$ cat src/rtl/alif_spike_event_logger_if.sv
// Serial timestamp stream: one bit per accepted handshake, MSB first.
interface alif_spike_event_logger_if;
  logic out_ready;
  logic out_valid;
  logic out_bit;
  logic out_frame_start;

  modport master (
    input  out_ready,
    output out_valid,
    output out_bit,
    output out_frame_start
  );

  modport slave (
    output out_ready,
    input  out_valid,
    input  out_bit,
    input  out_frame_start
  );
endinterface

$ cat src/rtl/alif_spike_event_logger.sv
// Spike event logger: timestamps rising edges of spike_in, buffers them in a
// small FIFO and drains each timestamp as an MSB-first serial frame.
module alif_spike_event_logger #(
  parameter int unsigned TS_WIDTH   = 8,
  parameter int unsigned FIFO_DEPTH = 4,
  parameter int unsigned ADDR_W     = 2
) (
  input  logic                        clk,
  input  logic                        reset,
  input  logic                        enable,
  input  logic                        spike_in,
  input  logic                        clear_ovf,
  alif_spike_event_logger_if.master   ser,
  output logic [ADDR_W:0]             fifo_level,
  output logic [7:0]                  spike_count,
  output logic                        ovf_flag
);

  localparam int unsigned CntW = (TS_WIDTH > 1) ? $clog2(TS_WIDTH) : 1;

  typedef enum logic [0:0] {StIdle, StShift} state_e;

  logic [TS_WIDTH-1:0] ts_q;
  logic                spike_prev_q;
  logic [TS_WIDTH-1:0] mem_q [FIFO_DEPTH];
  logic [ADDR_W-1:0]   wr_ptr_q, rd_ptr_q;
  logic [ADDR_W:0]     level_q, level_d;
  state_e              state_q, state_d;
  logic [TS_WIDTH-1:0] shift_q, shift_d;
  logic [CntW-1:0]     bit_cnt_q, bit_cnt_d;
  logic [7:0]          spike_count_q;
  logic                ovf_q;

  logic event_det, full, push, pop, valid, frame_start;

  assign event_det = spike_in & ~spike_prev_q;
  assign full      = (level_q == (ADDR_W + 1)'(FIFO_DEPTH));
  // A full FIFO still accepts the event when the head leaves on the same edge.
  assign push      = event_det & (~full | pop);
  assign level_d   = level_q + (ADDR_W + 1)'(push) - (ADDR_W + 1)'(pop);

  // Serializer next state, pop request and stream outputs.
  always_comb begin
    state_d     = state_q;
    shift_d     = shift_q;
    bit_cnt_d   = bit_cnt_q;
    pop         = 1'b0;
    valid       = 1'b0;
    frame_start = 1'b0;
    unique case (state_q)
      StIdle: begin
        if (level_q != '0) begin
          pop       = 1'b1;
          shift_d   = mem_q[rd_ptr_q];
          bit_cnt_d = '0;
          state_d   = StShift;
        end
      end
      StShift: begin
        valid       = 1'b1;
        frame_start = (bit_cnt_q == '0);
        if (ser.out_ready) begin
          shift_d   = shift_q << 1;
          bit_cnt_d = bit_cnt_q + 1'b1;
          if (bit_cnt_q == CntW'(TS_WIDTH - 1)) begin
            state_d = StIdle;
          end
        end
      end
      default: state_d = StIdle;
    endcase
  end

  // Timestamp counter, spike edge detector, FIFO pointers and serializer state.
  always_ff @(posedge clk or negedge reset) begin
    if (!reset) begin
      ts_q         <= '0;
      spike_prev_q <= 1'b0;
      wr_ptr_q     <= '0;
      rd_ptr_q     <= '0;
      level_q      <= '0;
      state_q      <= StIdle;
      shift_q      <= '0;
      bit_cnt_q    <= '0;
    end else if (enable) begin
      ts_q         <= ts_q + 1'b1;
      spike_prev_q <= spike_in;
      if (push) wr_ptr_q <= wr_ptr_q + 1'b1;
      if (pop)  rd_ptr_q <= rd_ptr_q + 1'b1;
      level_q      <= level_d;
      state_q      <= state_d;
      shift_q      <= shift_d;
      bit_cnt_q    <= bit_cnt_d;
    end
  end

  // Saturating spike counter and sticky overflow; a drop beats a clear.
  always_ff @(posedge clk or negedge reset) begin
    if (!reset) begin
      spike_count_q <= '0;
      ovf_q         <= 1'b0;
    end else if (enable) begin
      if (event_det && spike_count_q != 8'hFF) spike_count_q <= spike_count_q + 1'b1;
      if (event_det && !push) begin
        ovf_q <= 1'b1;
      end else if (clear_ovf) begin
        ovf_q <= 1'b0;
      end
    end
  end

  // FIFO storage; contents are don't-care while the pointers say empty.
  always_ff @(posedge clk) begin
    if (enable && push) mem_q[wr_ptr_q] <= ts_q;
  end

  assign ser.out_valid       = valid;
  assign ser.out_bit         = valid & shift_q[TS_WIDTH-1];
  assign ser.out_frame_start = frame_start;
  assign fifo_level          = level_q;
  assign spike_count         = spike_count_q;
  assign ovf_flag            = ovf_q;

endmodule

$ cat src/flat_wrapper.sv
// flat-port wrapper written by rule: the top's interface ports become plain ports
module alif_spike_event_logger_flat 
#(
  parameter int unsigned TS_WIDTH   = 8,
  parameter int unsigned FIFO_DEPTH = 4,
  parameter int unsigned ADDR_W     = 2
)
  (clk, reset, enable, spike_in, clear_ovf, fifo_level, spike_count, ovf_flag, ser_out_ready, ser_out_valid, ser_out_bit, ser_out_frame_start);
  alif_spike_event_logger_if ser_i ();
  input  logic clk;
  input  logic reset;
  input  logic enable;
  input  logic spike_in;
  input  logic clear_ovf;
  output logic [ADDR_W:0] fifo_level;
  output logic [7:0] spike_count;
  output logic ovf_flag;
  input wire logic [$bits(ser_i.out_ready)-1:0] ser_out_ready;
  output wire logic [$bits(ser_i.out_valid)-1:0] ser_out_valid;
  output wire logic [$bits(ser_i.out_bit)-1:0] ser_out_bit;
  output wire logic [$bits(ser_i.out_frame_start)-1:0] ser_out_frame_start;
  assign ser_i.out_ready = ser_out_ready;
  assign ser_out_valid = ser_i.out_valid;
  assign ser_out_bit = ser_i.out_bit;
  assign ser_out_frame_start = ser_i.out_frame_start;
  alif_spike_event_logger #(.TS_WIDTH(TS_WIDTH), .FIFO_DEPTH(FIFO_DEPTH), .ADDR_W(ADDR_W)) u_core (.clk(clk), .reset(reset), .enable(enable), .spike_in(spike_in), .clear_ovf(clear_ovf), .ser(ser_i), .fifo_level(fifo_level), .spike_count(spike_count), .ovf_flag(ovf_flag));
endmodule
$ cat config.mk
export PLATFORM = sky130hd
export DESIGN_NAME = alif_spike_event_logger_flat
export DESIGN_NICKNAME = d
export VERILOG_FILES = /design/src/rtl/alif_spike_event_logger_if.sv /design/src/rtl/alif_spike_event_logger.sv /design/src/flat_wrapper.sv
export SDC_FILE = /design/constraint.sdc
export NUM_CORES = 1
export LEC_CHECK = 0
export CAP_MARGIN = 30
export CELL_PAD_IN_SITES_DETAIL_PLACEMENT = 1
export CELL_PAD_IN_SITES_GLOBAL_PLACEMENT = 1
export CORE_ASPECT_RATIO = 0.5
export CORE_MARGIN = 3
export CORE_UTILIZATION = 48
export DETAILED_ROUTE_END_ITERATION = 12
export HOLD_SLACK_MARGIN = 0.12
export MAX_ROUTING_LAYER = met4
export PLACE_DENSITY_LB_ADDON = 0.1
export SYNTH_ARGS = -nofsm -noshare
export SYNTH_HDL_FRONTEND = slang
export SYNTH_SLANG_ARGS = --single-unit
export TNS_END_PERCENT = 10
$ cat constraint.sdc
create_clock -name clk -period 2.3 [get_ports clk]
set_input_delay 0.23 -clock clk [delete_from_list [all_inputs] [get_ports clk]]
set_output_delay 0.23 -clock clk [all_outputs]
set_load 0.02 [all_outputs]
==> flow_summary.json <==
{
  "die_y_um": 62.75,
  "critPathLaunchType": "flip-flop",
  "tns_ns": 0,
  "finalCriticalPeriod_ns": 2.136,
  "status": "completed",
  "antenna_cells": 0,
  "netlist_area_sq_um": 3092,
  "finClkSkew_ns": 0.006519,
  "synth.area.mux_share_pct": 11.57,
  "setup_violations": 0,
  "place_area_sq_um": 3388,
  "clockRootBuffer": "clkbuf_16",
  "hold_path_class": "flip-flop to flip-flop",
  "crit_fanout": 5,
  "dieArea_sq_um": 7499,
  "drive_gt1_share_pct": 16.34,
  "cts.sinks": 69,
  "ctsHtreeMaxLevel": 3,
  "routed_wl_mm": 6.985,
  "grt_pass1_wl_mm": 11.74,
  "finish.utilization_pct": 63.22,
  "reg2reg_slack_ns": 0.16,
  "cpPeakStageDelay_ns": 0.43,
  "p_leak_nw": 1.545,
  "slew_headroom_pct": 42.15,
  "criticalPathCategory": "flip-flop to flip-flop",
  "synthAdderAreaFrac_pct": 5.099,
  "rsz0062_at_grt": "false",
  "grt_antenna_before_repair": 0,
  "viasPerCell": 5.654,
  "cts_tree": "done",
  "crit_chain": "nor3_2 > nor2_1 > ha_1 > inv_1 > ha_1 > fa_1 > xnor2_1 > nand2_1 > xnor2_1",
  "crit_arrival_ns": 2.34,
  "yosys_warnings": 0,
  "slowest_stage": "dfrtp_1",
  "clk-insertion-delay-late_ns": 0.33,
  "first_global_vias": 2167,
  "drt_iter0_drc": 136,
  "synth-xor-area-share_pct": 4.249,
  "grt_max_degree": 38,
  "clockBufferDepth": 2,
  "layout_common_cells": "dfrtp_1 (37), edfxtp_1 (32), clkdlybuf4s50_1 (19), nand2_1 (18), mux2i_1 (14)",
  "io_pins": 21,
  "route.vias.total": 1928,
  "first_pass_iters": 4,
  "worst_ir_drop_vdd_v": 0.0009621,
  "synthCells": 222,
  "globalRouteOverflowTotal": 0,
  "fin_area_sq_um": 3697,
  "hold_ws_ns": 0.5099,
  "synth_compound_area_share_pct": 4.978,
  "initial_core_util_pct": 52.87,
  "tightest_slew_ns": 0.8678,
  "rows": 19,
  "ys_seq_area_share_pct": 61.03,
  "drc": 0,
  "routedWlPerCell_um": 20.48,
  "maxCapViolations": 0,
  "nets": 270,
  "avgSynthCellArea_sq_um": 13.93,
  "yosys.area_share.simple_pct": 10.40,
  "synth_seq_cells": 69,
  "die_x_um": 119.5,
  "path_clk_slew_ns": 0.06,
  "core-area_sq_um": 5848,
  "fill_cells": 577,
  "synth_nets": 240,
  "max_freq_mhz": 468.1,
  "worst-endpoint-required_ns": 2.50,
  "dp_hpwl_mm": 4.500,
  "finalPower_mw": 4.877,
  "place.gp.congestion": 0.7916,
  "final-hold-violation-count": 0,
  "cp-end-kind": "flip-flop",
  "slew_violations": 0,
  "grtUsageTotal_pct": 21.35,
  "port_buffers": 20,
  "fin_crit_sh_pct": 92.87,
  "numCtsBuffers": 9,
  "syn2layout_area_growth_pct": 19.59,
  "power_density_nw_per_um2": 1319,
  "ys_types": 38,
  "final_antenna_net_count": 0,
  "synth_top_family_by_area": "multiplexers",
  "mostFrequentLayoutCell": "dfrtp_1"
}
## Yosys cell counts
| cell type | instances | area (sq um) |
|---|---|---|
| a211oi_1 | 3 | 22.52 |
| a21o_1 | 2 | 15.01 |
| a21oi_1 | 1 | 5.000 |
| a22o_1 | 4 | 35.03 |
| and2_1 | 5 | 31.28 |
| and3_1 | 2 | 12.51 |
| and3_4 | 1 | 11.26 |
| and3b_1 | 1 | 8.760 |
| and4_1 | 1 | 8.760 |
| and4bb_2 | 1 | 12.51 |
| buf_1 | 1 | 3.750 |
| buf_2 | 3 | 15.01 |
| buf_6 | 2 | 22.52 |
| clkbuf_1 | 2 | 7.510 |
| dfrtp_1 | 37 | 925.9 |
| edfxtp_1 | 32 | 960.9 |
| fa_1 | 1 | 20.02 |
| ha_1 | 11 | 137.6 |
| inv_1 | 9 | 33.78 |
| mux2_2 | 8 | 90.09 |
| mux2_4 | 7 | 105.1 |
| mux2i_1 | 14 | 140.1 |
| mux4_2 | 1 | 22.52 |
| nand2_1 | 18 | 67.56 |
| nand2b_1 | 3 | 18.77 |
| nand3_1 | 7 | 35.03 |
| nand3b_1 | 1 | 7.510 |
| nand4_1 | 3 | 18.77 |
| nor2_1 | 6 | 22.52 |
| nor3_1 | 5 | 25.02 |
| nor3b_1 | 2 | 15.01 |
| nor4b_1 | 1 | 8.760 |
| o21ai_0 | 3 | 15.01 |
| o221ai_1 | 7 | 61.31 |
| or2_2 | 1 | 6.260 |
| or4_4 | 1 | 11.26 |
| xnor2_1 | 7 | 61.31 |
| xor2_1 | 8 | 70.07 |
## final cells by class
type	count	area (sq um)	area share, %
tap	84	105.1	2.843
timing repair buffer	27	250.2	6.768
sequential	69	1887	51.03
inverter	9	33.78	0.9137
clock inverter	4	47.55	1.286
clock buffer	12	246.5	6.667
multi-input combinational	136	1127	30.49
## flip-flops by register name, indices dropped and copies added (netlist names)
| register | cells |
|---|---|
| u_core.spike_count | 8 |
| u_core.bit_cnt_q | 3 |
| u_core.fifo_level | 3 |
| u_core.wr_ptr_q | 2 |
| u_core.rd_ptr_q | 2 |
| u_core.ts_q | 8 |
| u_core.spike_prev_q | 1 |
| u_core.state_q | 1 |
| u_core.ovf_flag | 1 |
| u_core.mem_q | 32 |
| u_core.shift_q | 8 |
## path summary, 6_finish.rpt
kind | from | to | cells past startpoint
hold reg to reg | u_core.shift_q[7]$_DFFE_PN0P_ | u_core.shift_q[7]$_DFFE_PN0P_ | 1
hold / removal | u_core.shift_q[7]$_DFFE_PN0P_ | u_core.shift_q[7]$_DFFE_PN0P_ | 1
min in group asynchronous | reset | u_core.shift_q[7]$_DFFE_PN0P_ | 2
max in group asynchronous | reset | u_core.spike_count[3]$_DFFE_PN0P_ | 2
setup reg to reg | u_core.fifo_level[0]$_DFFE_PN0P_ | u_core.fifo_level[2]$_DFFE_PN0P_ | 9
setup / recovery | u_core.fifo_level[0]$_DFFE_PN0P_ | u_core.fifo_level[2]$_DFFE_PN0P_ | 9
## critical path, delay by kind of cell (launching register included)
family | cells | cell delay (ns)
buffers and inverters | 1 | 0.04
adders and majority gates | 3 | 0.85
DFF | 1 | 0.43
xor gates and xnor gates | 2 | 0.32
and+or+nand+nor | 3 | 0.38
## metrics by stage
| stage | setup WS (ns) | cells |
|---|---|---|
| 2_1_floorplan | 0.02528 | 222 |
| 3_3_place_gp | 0.2232 | 324 |
| 3_5_place_dp | 0.05835 | 324 |
| 4_1_cts | 0.04706 | 341 |
| 5_1_grt | 0.02098 | 341 |
| 6_report | 0.1639 | 341 |
## what timing repair did
| item | CTS | global route |
|---|---|---|
| hold buffers | 1 | 0 |
| resized for setup | 0 | 1 |
| setup endpoints to repair | 0 | 1 |
| hold endpoints to repair | 37 | 0 |
| buffers inserted | 0 | 0 |
## layer usage
metal	GRT usage, %	up-vias	wire length, um
met3	6.239	10	268
met1	28.05	1017	3353
met4	6.134	0	87
li1	-	865	-
met2	32.58	36	3274
met5	-	-	0
## cell families (layout without fill, tap and decap cells)
group	Yosys count	count (layout)
DFF	69	69
xor gates and xnor gates	15	15
buffers and inverters	17	52
AOI/OAI and AO/OA	20	20
and+or+nand+nor	59	59
muxes	30	30
adders and majority gates	12	12
## power by group
group	internal [mW]	total (mW)	switching, mW
clock	0.865	1.35	0.490
combinational	0.738	1.50	0.759
sequential	1.66	2.03	0.363
total	3.27	4.88	1.61
Note: power is estimated with default switching activity, not from simulation.
